`config.mk`:
```
export PLATFORM = sky130hd
export DESIGN_NAME = serial_word_ring_flat
export DESIGN_NICKNAME = d
export VERILOG_FILES = /design/src/rtl/serial_word_ring_if.sv /design/src/rtl/serial_word_ring.sv /design/src/flat_wrapper.sv
export SDC_FILE = /design/constraint.sdc
export NUM_CORES = 1
export LEC_CHECK = 0
export CAP_MARGIN = 10
export CORE_AREA = 2 2 113 115
export DETAILED_ROUTE_END_ITERATION = 6
export DIE_AREA = 0 0 115 117
export DONT_BUFFER_PORTS = 1
export HOLD_SLACK_MARGIN = 0.06
export REMOVE_ABC_BUFFERS = 1
export SYNTH_ARGS = -nofsm -noshare
export SYNTH_HDL_FRONTEND = slang
export SYNTH_SLANG_ARGS = --single-unit
```
`constraint.sdc`:
```
create_clock -name clk -period 21.5 [get_ports clk]
set_clock_uncertainty 0.15 [all_clocks]
set_input_delay 6.45 -clock clk [delete_from_list [all_inputs] [get_ports clk]]
set_output_delay 6.45 -clock clk [all_outputs]
set_load 0.02 [all_outputs]
```
`src/rtl/serial_word_ring_if.sv`:
```
`default_nettype none
// ============================================================================
//  Module      : serial_word_ring_if
//  Description : Serial bit-in / word-out bus of the serial_word_ring block.
//                The master drives serial data and control, and the slave (the
//                ring) returns the current word, word index, strobe and bit
//                position.
//  Revision    : 1.0 - initial release
// ============================================================================
interface serial_word_ring_if #(
  parameter int WORD_W = 8,
  parameter int IDX_W  = 5
);
  localparam int BC_W = $clog2(WORD_W);

  logic              write;
  logic              din;
  logic              hold;
  logic              frame;
  logic [WORD_W-1:0] dout;
  logic [IDX_W-1:0]  word_idx;
  logic              word_strobe;
  logic [BC_W-1:0]   bit_cnt;

  modport master (
    output write, din, hold, frame,
    input  dout, word_idx, word_strobe, bit_cnt
  );

  modport slave (
    input  write, din, hold, frame,
    output dout, word_idx, word_strobe, bit_cnt
  );
endinterface
`default_nettype wire

```
`src/rtl/serial_word_ring.sv`:
```
`default_nettype none
// ============================================================================
//  Module      : serial_word_ring
//  Description : Serial-loaded circular word memory. Bits enter LSB-first into
//                working slot W[1]. On the last bit position the completed
//                word moves to W[0] (dout) and the whole ring rotates by one
//                word. Supports hold, frame resync, word index and strobe.
//                Optional macro RING_CLEAR_EN: reset also clears ring contents.
//                Without it, only the counters and the strobe are reset.
//  Revision    : 1.0 - initial release
// ============================================================================
module serial_word_ring #(
  parameter int WORD_W     = 8,
  parameter int WORD_COUNT = 20,
  parameter int IDX_W      = 5
) (
  input  wire logic         clk,
  input  wire logic         reset,
  serial_word_ring_if.slave bus
);

  localparam int                BC_W     = $clog2(WORD_W);
  localparam logic [BC_W-1:0]   BC_LAST  = BC_W'(WORD_W - 1);
  localparam logic [BC_W-1:0]   BC_ONE   = BC_W'(1);
  localparam logic [IDX_W-1:0]  IDX_LAST = IDX_W'(WORD_COUNT - 1);
  localparam logic [IDX_W-1:0]  IDX_ONE  = IDX_W'(1);

  logic [WORD_W-1:0] ring_q [WORD_COUNT];
  logic [WORD_W-1:0] ring_d [WORD_COUNT];
  logic [BC_W-1:0]   bit_cnt_q, bit_cnt_d;
  logic [IDX_W-1:0]  idx_q, idx_d;
  logic              strobe_q, strobe_d;

  logic [BC_W-1:0]   w_eff_pos;
  logic              w_shift_bit;
  logic [WORD_W-1:0] w_shifted_word;
  logic              w_rotate;

  // frame restarts the word at bit 0; partial bits already in W[1] stay put
  assign w_eff_pos      = bus.frame ? '0 : bit_cnt_q;
  assign w_shift_bit    = bus.write ? bus.din : ring_q[1][0];
  assign w_shifted_word = {w_shift_bit, ring_q[1][WORD_W-1:1]};
  assign w_rotate       = (w_eff_pos == BC_LAST);

  // next state: shift into the working slot, or complete the word and rotate
  always_comb begin
    ring_d    = ring_q;
    bit_cnt_d = bit_cnt_q;
    idx_d     = idx_q;
    strobe_d  = 1'b0;
    if (!bus.hold) begin
      if (w_rotate) begin
        ring_d[0] = w_shifted_word;
        for (int k = 1; k < WORD_COUNT - 1; k++) begin
          ring_d[k] = ring_q[k+1];
        end
        ring_d[WORD_COUNT-1] = ring_q[0];
        bit_cnt_d = '0;
        idx_d     = (idx_q == IDX_LAST) ? '0 : idx_q + IDX_ONE;
        strobe_d  = 1'b1;
      end else begin
        ring_d[1] = w_shifted_word;
        bit_cnt_d = w_eff_pos + BC_ONE;
      end
    end
  end

  // counters and strobe always take the asynchronous reset
  always_ff @(posedge clk or posedge reset) begin
    if (reset) begin
      bit_cnt_q <= '0;
      idx_q     <= '0;
      strobe_q  <= 1'b0;
    end else begin
      bit_cnt_q <= bit_cnt_d;
      idx_q     <= idx_d;
      strobe_q  <= strobe_d;
    end
  end

`ifdef RING_CLEAR_EN
  // ring storage, cleared together with the counters
  always_ff @(posedge clk or posedge reset) begin
    if (reset) begin
      for (int k = 0; k < WORD_COUNT; k++) begin
        ring_q[k] <= '0;
      end
    end else begin
      ring_q <= ring_d;
    end
  end
`else
  // ring storage without reset: contents are preserved while reset is held
  always_ff @(posedge clk) begin
    if (!reset) begin
      ring_q <= ring_d;
    end
  end
`endif

  assign bus.dout        = ring_q[0];
  assign bus.word_idx    = idx_q;
  assign bus.word_strobe = strobe_q;
  assign bus.bit_cnt     = bit_cnt_q;

endmodule
`default_nettype wire

```
`src/flat_wrapper.sv`:
```
// flat-port wrapper written by rule: the top's interface ports become plain ports
module serial_word_ring_flat 
#(
  parameter int WORD_W     = 8,
  parameter int WORD_COUNT = 20,
  parameter int IDX_W      = 5
)
  (clk, reset, bus_write, bus_din, bus_hold, bus_frame, bus_dout, bus_word_idx, bus_word_strobe, bus_bit_cnt);
  serial_word_ring_if #(.WORD_W(WORD_W), .IDX_W(IDX_W)) bus_i ();
  input  wire logic clk;
  input  wire logic reset;
  input wire logic [$bits(bus_i.write)-1:0] bus_write;
  input wire logic [$bits(bus_i.din)-1:0] bus_din;
  input wire logic [$bits(bus_i.hold)-1:0] bus_hold;
  input wire logic [$bits(bus_i.frame)-1:0] bus_frame;
  output wire logic [$bits(bus_i.dout)-1:0] bus_dout;
  output wire logic [$bits(bus_i.word_idx)-1:0] bus_word_idx;
  output wire logic [$bits(bus_i.word_strobe)-1:0] bus_word_strobe;
  output wire logic [$bits(bus_i.bit_cnt)-1:0] bus_bit_cnt;
  assign bus_i.write = bus_write;
  assign bus_i.din = bus_din;
  assign bus_i.hold = bus_hold;
  assign bus_i.frame = bus_frame;
  assign bus_dout = bus_i.dout;
  assign bus_word_idx = bus_i.word_idx;
  assign bus_word_strobe = bus_i.word_strobe;
  assign bus_bit_cnt = bus_i.bit_cnt;
  serial_word_ring #(.WORD_W(WORD_W), .WORD_COUNT(WORD_COUNT), .IDX_W(IDX_W)) u_core (.clk(clk), .reset(reset), .bus(bus_i));
endmodule
```
======== Yosys cells after proc, flatten, opt, wreduce, memory -nomap -nowiden ========
Cells that the tools add are included.
storage, ports and cells
  RAM bits ................................ 0
  bits in latches ......................... 0
  memories kept ........................... 0
  logic and storage cells ................. 39
  bits in registers ....................... 169
  output and inout bits ................... 17
  input port bits ......................... 6
  memory bits (read-only) ................. 0
operators by class
  divide/modulo/power cells ............... 0
  add/subtract/negate cells ............... 2
  shift operators ......................... 0
  order comparisons ....................... 0
  mux-type cells .......................... 7
  $mul .................................... 0
  reductions and logical operators ........ 3
  bitwise gates (word level) .............. 2
  equality and inequality tests ........... 2
operator list
  cell                   number
  $mux W8                1
  $mux W3                2
  $add A5 B1 Y5 const B  1
  $eq A5 B5 Y1 const B   1
  $mux W5                1
  $reduce_and A2 Y1      2
  $add A3 B1 Y3 const B  1
  $eq A3 B3 Y1 const B   1
  $mux W1                3
  $reduce_and A3 Y1      1
  $not A1 Y1             2

======== Longest topological paths before layout ========
Gate-level depths: netlist (run 1).
  depth in word-level cells ............... 4
  mapped depth ............................ 9
  mapped depth without buffers ............ 8

======== Worst setup path before layout (run 1) ========
OpenSTA, ideal clock, no wires.
  path type ............................... input to register
  start point ............................. input port bus_frame
  end point ............................... register u_core.ring_q (netlist bit u_core.bus.dout[0]), enable pin
  stages on the path ...................... 6
  setup slack ............................. 7277 ps
  data required time ...................... 20685 ps
  path buffers ............................ 1
  arrival ................................. 13408 ps
  cell sequence ........................... nor2_1 -> ha_1 -> ha_1 -> buf_6 -> nand2b_4 -> nor2_1
between the ends
  longest elaborated chain between the ends .. 3
RTL lines
  item                         line                    RTL
  start, declared              flat_wrapper.sv:15      input wire logic [$bits(bus_i.frame)-1:0] bus_frame;
  $mux W3                      serial_word_ring.sv:40  assign w_eff_pos = bus.frame ? '0 : bit_cnt_q;
  $eq A3 B3 Y1                 serial_word_ring.sv:43  assign w_rotate = (w_eff_pos == BC_LAST);
  $reduce_and A3 Y1 (no line)  -
  end signal, assigned         serial_word_ring.sv:96  ring_q <= ring_d;
  end, declared                serial_word_ring.sv:28  logic [WORD_W-1:0] ring_q [WORD_COUNT];
Every way passes these cells.
A chain may end at the register's enable or synchronous reset.

======== Worst setup path after layout (run 1) ========
  start point ............................. input port bus_frame
  end point ............................... register u_core.ring_q[93] (netlist name), enable pin
The elaborated chain is that of the path after synthesis.

==> out/qor.yml, run 1 <==
sta:
  period_share_pct: 38.8
  grt_setup_unrepaired: "false"
  worst_slew_pin_slew_ns: 0.948
  hold_violations: 0
  max_freq_mhz: 120
  maxSlewHeadroom_pct: 36.8
  fin_tns_setup_ns: 0
  min_period_ns: 8.34
  hold_ws_ns: 0.264
  fin_ws_ns: 13.16
  setup_viol: 0
  slew_violations: 0
min_path:
  min_path_type: "register to register"
  worstHoldStart: "u_core.ring_q[114]"
power_and_ir_drop:
  cellPowerDensity_nw_per_um2: 107
  p_total_uw: 660
  total_leakage_power_nw: 2.02
  peakVddDrop_mv: 0.0669
detailed_routing:
  via_per_inst: 4.84
  drc_errors: 0
  drtIter0Drc: 231
  drtPass1Iterations: 4
  wl_per_cell_um: 16.5
  ant_nets: 0
  dr_total_vias: 1911
  routed_wl_mm: 6.52
yosys:
  ys_seq_elements: 169
  post_synth_and_or_nand_nor_area_fraction_pct: 1.59
  synthesis.area_um2: 5440
  synth_fa_ha_area_share_pct: 0.689
  synth_top_family_by_area: "multiplexers"
  synth_edf_count: 160
  syn_inst: 220
  ys.flop_type: "edfxtp_1"
  synth-compound-area-share_pct: 0.896
  ys_seq_area_share_pct: 92.4
  yosys_warnings: 0
  synth_xor_area_share_pct: 0
  ys_async_sr_fraction_pct: 5.33
  synth.area.mux_share_pct: 2.74
  ys_types: 23
  syn_avg_cell_area_um2: 24.7
global_route:
  grt_usage_pct: 10.5
  grt-ovfl-total: 0
  antenna_found_initial: 0
  grt_max_degree: 82
  grt_pass1_vias: 1829
  grt_pass1_wl_mm: 9.92
clock_tree:
  cts_resized: 0
  cts.clk_slew.worst_paths_ns: 0.06
  cts_buffers: 17
  cts_buffer_depth: 2
  clockRootBuffer: "clkbuf_16"
  cts_setup_buffers: 0
  ctsHoldBuffers: 0
  cts_tree: "yes"
  htree_levels: 4
  clock_latency_ns: 0.41
  cts_sinks: 169
placement:
  gp_congestion: 0.726
  portBuffers: 0
  hpwl_mm: 3.24
  place_worst_setup_slack_ns: 12.66
floorplan:
  die_w_um: 115
  fp.coreArea_um2: 12300
  dieHeight_um: 117
  io_pins: 23
  floorplan.initialDensity_pct: 44.2
  fp-row-count: 41
  dieArea_um2: 13500
critical_path:
  critPathKind: "input port to register"
  timing.rr.start: "u_core.bus.bit_cnt[0]"
  critical_path.max_fanout: 81
  arrival_ns: 8.22
  startpoint: "bus_frame"
  worstPathRequired_ns: 21.38
  end_kind: "register"
  crit_path_start_kind: "input port"
  reg2reg_slack_ns: 18.65
final_layout:
  utilization_pct: 50.0
  mostFrequentLayoutCells: "edfxtp_1, clkbuf_16, mux2_2, dfrtp_1"
  drive_gt1_share_pct: 20.4
  num-fill-cells: 983
  final_common_cell: "edfxtp_1"
  fin_nets: 241
  syn_to_final_growth_pct: 13.2
  antenna_cells: 0
flow_run:
  drv_cap: 0
run_status:
  outcome: "completed"
## final timing paths
path / end / cells past startpoint
setup / recovery: u_core.ring_q[93] / 6
hold / removal: u_core.ring_q[122] / 0
setup reg to reg: u_core.ring_q[93] / 7
hold reg to reg: u_core.ring_q[122] / 0
max in group asynchronous: u_core.bus.bit_cnt[0] / 1
min in group asynchronous: u_core.bus.word_idx[0] / 1
## kinds of logic (layout without fill, tap and decap cells)
| logic type | Yosys count | in the layout |
|---|---|---|
| buffers and inverters | 14 | 39 |
| DFF | 169 | 169 |
| AOI/OAI and AO/OA | 7 | 7 |
| muxes | 13 | 13 |
| and+or+nand+nor | 14 | 14 |
| adders and majority gates | 3 | 3 |
## synthesized netlist by cell type, drive strengths merged, types with 2 or more instances
library cell / number / area share (%)
a21o: 2 / 0.30
a31oi: 2 / 0.23
buf: 9 / 1.3
dfrtp: 9 / 4.1
edfxtp: 160 / 88
ha: 3 / 0.69
inv: 5 / 0.39
mux2: 12 / 2.6
nand2: 3 / 0.21
nor2: 3 / 0.21
nor2b: 4 / 0.46
## flip-flops by register name, summed over array words and instances (netlist names)
name / flops
u_core.bus.bit_cnt: 3
u_core.bus.word_idx: 5
u_core.bus.word_strobe: 1
u_core.bus.dout: 8
u_core.ring_q: 152
## metal layers
layer	up-vias	global-route usage [%]	share of wire, %
li1	884	-	-
met1	985	15.2	51
met2	38	12.7	43
met3	4	5.66	5.1
met4	0	5.06	0.58
met5	-	0	0
## final cells by class
| type | instances | area, um2 | area share (%) |
|---|---|---|---|
| timing repair buffer | 2 | 15.0 | 0.244 |
| inverter | 5 | 21.3 | 0.345 |
| clock buffer | 17 | 425 | 6.90 |
| sequential | 169 | 5030 | 81.6 |
| tap | 150 | 188 | 3.05 |
| multi-input combinational | 37 | 329 | 5.34 |
| clock inverter | 15 | 153 | 2.48 |
## report_power, final
part | switching (mW) | internal, mW | leakage [nW]
Clock | 0.120 | 0.171 | 0.273
Sequential | 0.00486 | 0.359 | 1.56
Combinational | 0.00250 | 0.00313 | 0.195
Total | 0.128 | 0.533 | 2.02
## through the flow
| stage | instance area (um2) | instances |
|---|---|---|
| after detailed placement | 5580 | 363 |
| after global routing | 6160 | 395 |
| after floorplan | 5370 | 211 |
| after CTS | 6160 | 395 |
| final | 6160 | 395 |
| after global placement | 5580 | 363 |
## critical path: stages
cell,delay [ns]
nor2_1,0.13
ha_1,0.17
ha_1,0.45
nand2b_4,0.15
nor2_4,0.11
buf_4,0.74
Power figures use the tool's default switching activity.
==> run 2: changes to the inputs <==
==> constraint.sdc (replaced) <==
create_clock -name clk -period 7.23 [get_ports clk]
set_clock_uncertainty 0.15 [all_clocks]
set_input_delay 2.169 -clock clk [delete_from_list [all_inputs] [get_ports clk]]
set_output_delay 2.169 -clock clk [all_outputs]
set_load 0.02 [all_outputs]
==> run 2 against run 1 <==
Effect of this change:
- total power increased to 3.1 times the previous value
- cell area increased by 0.59%
- flip-flop and latch count unchanged
- clock power increased to 3.2 times the previous value
- first-iteration DRC count decreased by 34%
- sequential power increased to 3.0 times the previous value
- critical path depth unchanged
- critical endpoint is now u_core.ring_q[125]
- largest power group unchanged
- highest routed layer unchanged
==> out/qor.yml, run 2 (synthesized netlist as in run 1, its figures left out) <==
run_status:
  outcome: "completed"
clock_tree:
  htree_levels: 4  # unchanged
  clockRootBuffer: "clkbuf_16"
  clock_latency_ns: 0.42  # about the same
  cts_tree: "yes"
  cts_buffers: 17  # unchanged
  cts_buffer_depth: 2  # unchanged
  cts_resized: 0  # unchanged
  cts_sinks: 169  # unchanged
  cts.clk_slew.worst_paths_ns: 0.06  # about the same
  cts_setup_buffers: 0  # unchanged
  ctsHoldBuffers: 0  # unchanged
critical_path:
  reg2reg_depth: 7  # unchanged
  reg2reg_slack_ns: 4.31  # -14.34 ns
  critical_path.max_fanout: 88  # +8.6%
  critPathKind: "input port to register"
  crit_path_frequent_cell: "ha_1"
  critPathSlowestCell: "buf_4"
  crit_path_start_kind: "input port"
  timing.rr.start: "u_core.bus.bit_cnt[0]"
  timing.rr.end: "u_core.ring_q[125]"
  end_kind: "register"
  arrival_ns: 4.00  # -4.22 ns
  max_stage_delay_ns: 0.80  # +0.06 ns
  worstPathRequired_ns: 7.11  # -14.27 ns
  cp_cell_sequence: "nor2_1, ha_1, ha_1, nand2b_4, nor2_4, buf_4"
global_route:
  grt_max_degree: 89  # +8.5%
  grt-ovfl-total: 0  # unchanged
  antenna_found_initial: 0  # unchanged
  grt_usage_pct: 11.0  # +0.58 points
  grt_pass1_vias: 1861  # +1.7%
  grt_pass1_wl_mm: 10.4  # +4.3%
final_layout:
  num-fill-cells: 981  # -0.20%
  drive_gt1_share_pct: 20.4  # unchanged
  utilization_pct: 50.3  # +0.29 points
  final_area_um2: 6200  # +0.59%
  fin_nets: 241  # unchanged
  largest_register_ffs: 152  # unchanged
  mostFrequentLayoutCells: "edfxtp_1, clkbuf_16, mux2_2, dfrtp_1, clkinv_4"
  syn_to_final_growth_pct: 13.8
  top_register: "u_core.ring_q"
  final_common_cell: "edfxtp_1"
  antenna_cells: 0  # unchanged
placement:
  portBuffers: 0  # unchanged
  placed_area_um2: 5580  # unchanged
  hpwl_mm: 3.25  # +0.53%
  gp_congestion: 0.764  # +5.1%
floorplan:
  dieArea_um2: 13500  # unchanged
  floorplan.initialDensity_pct: 44.2  # unchanged
  fp.coreArea_um2: 12300  # unchanged
  die_w_um: 115  # unchanged
  dieHeight_um: 117  # unchanged
  fp-row-count: 41  # unchanged
  io_pins: 23  # unchanged
detailed_routing:
  routed_wl_mm: 6.57  # +0.81%
  drc_errors: 0  # unchanged
  wl_met2_mm: 2.73  # -2.7%
  highest_layer: "met4"
  ant_nets: 0  # unchanged
  drtPass1Iterations: 7  # +3
  drtIter0Drc: 153  # -34%
  wl_met3_um: 307  # -7.0%
  dr_total_vias: 1919  # +0.42%
  wl_per_cell_um: 16.6  # +0.81%
  via_per_inst: 4.86  # +0.42%
  wirelength_met1_mm: 3.39  # +1.2%
sta:
  worst_slew_pin_slew_ns: 1.04  # +0.0899 ns
  min_period_ns: 4.12
  grt_setup_unrepaired: "false"
  setup_viol: 0  # unchanged
  period_share_pct: 57.0
  hold_violations: 0  # unchanged
  fin_tns_setup_ns: 0  # unchanged
  hold_ws_ns: 0.263  # -0.00155 ns
  maxSlewHeadroom_pct: 30.8  # -6.0 points
  max_freq_mhz: 243
  slew_violations: 0  # unchanged
power_and_ir_drop:
  cellPowerDensity_nw_per_um2: 326  # +200%
  total_leakage_power_nw: 2.05  # +1.4%
  peakVddDrop_mv: 0.184  # +170%
min_path:
  holdPathStages: 0  # unchanged
  min_path_type: "register to register"
  hold-path-endpoint: "u_core.ring_q[49]"
  worstHoldStart: "u_core.ring_q[41]"
flow_run:
  drv_cap: 0  # unchanged
[run 2: cell count changes in the layout (fill, tap and decap cells not counted)]
cell / delta
bufinv_16: +1
clkinv_4: +2
clkinv_2: -2
inv_6: +2
inv_8: +1
clkinvlp_4: -4
[run 2: layout make-up]
| class | count | area, um2 | share of cell area [%] |
|---|---|---|---|
| flip-flops and latches | 169 | 5030 | 81.2 |
| clock buffers | 17 | 425 | 6.86 |
| multi-input cells | 37 | 329 | 5.31 |
| clock inverters | 15 | 189 | 3.05 |
| well taps | 150 | 188 | 3.03 |
| inverters | 5 | 21.3 | 0.343 |
| repair buffers | 2 | 15.0 | 0.242 |
[run 2: metal layers]
| metal | GRT usage, % | up-vias |
|---|---|---|
| met5 | 0 | - |
| met4 | 6.75 | 0 |
| met3 | 4.69 | 11 |
| met2 | 13.0 | 40 |
| met1 | 16.6 | 990 |
| li1 | - | 878 |
[run 2: worst max-delay path by stage]
| stage | from | end | depth (start not counted) |
|---|---|---|---|
| CTS | bus_frame | u_core.ring_q[109] | 6 |
| global placement | bus_frame | u_core.ring_q[125] | 6 |
| detailed placement | bus_frame | u_core.ring_q[109] | 6 |
| floorplan | bus_frame | u_core.bus.dout[0] | 5 |
| global route | bus_frame | u_core.ring_q[93] | 6 |
| finish | bus_frame | u_core.ring_q[125] | 6 |
[run 2: critical path, delay by kind of cell]
family	cells	cell delay, ns
AND/OR/NAND/NOR	3	0.38
adder cells (fa/ha/maj)	2	0.63
buffers and inverters	1	0.80
[run 2: per-stage QoR]
stage	power [mW]	setup slack, ns	instances
after floorplan	1.11	-2.85	211
after global placement	1.12	2.70	363
after detailed placement	1.12	2.64	363
after CTS	2.05	3.10	395
after global routing	2.08	2.91	395
final	2.02	3.11	395
[run 2: power by group]
| group | total (mW) | leakage (nW) | switching, mW | internal (mW) |
|---|---|---|---|---|
| clock network | 0.922 | 0.302 | 0.371 | 0.551 |
| logic | 0.0169 | 0.195 | 0.00757 | 0.00938 |
| registers | 1.08 | 1.56 | 0.0145 | 1.07 |
| total | 2.02 | 2.05 | 0.394 | 1.63 |
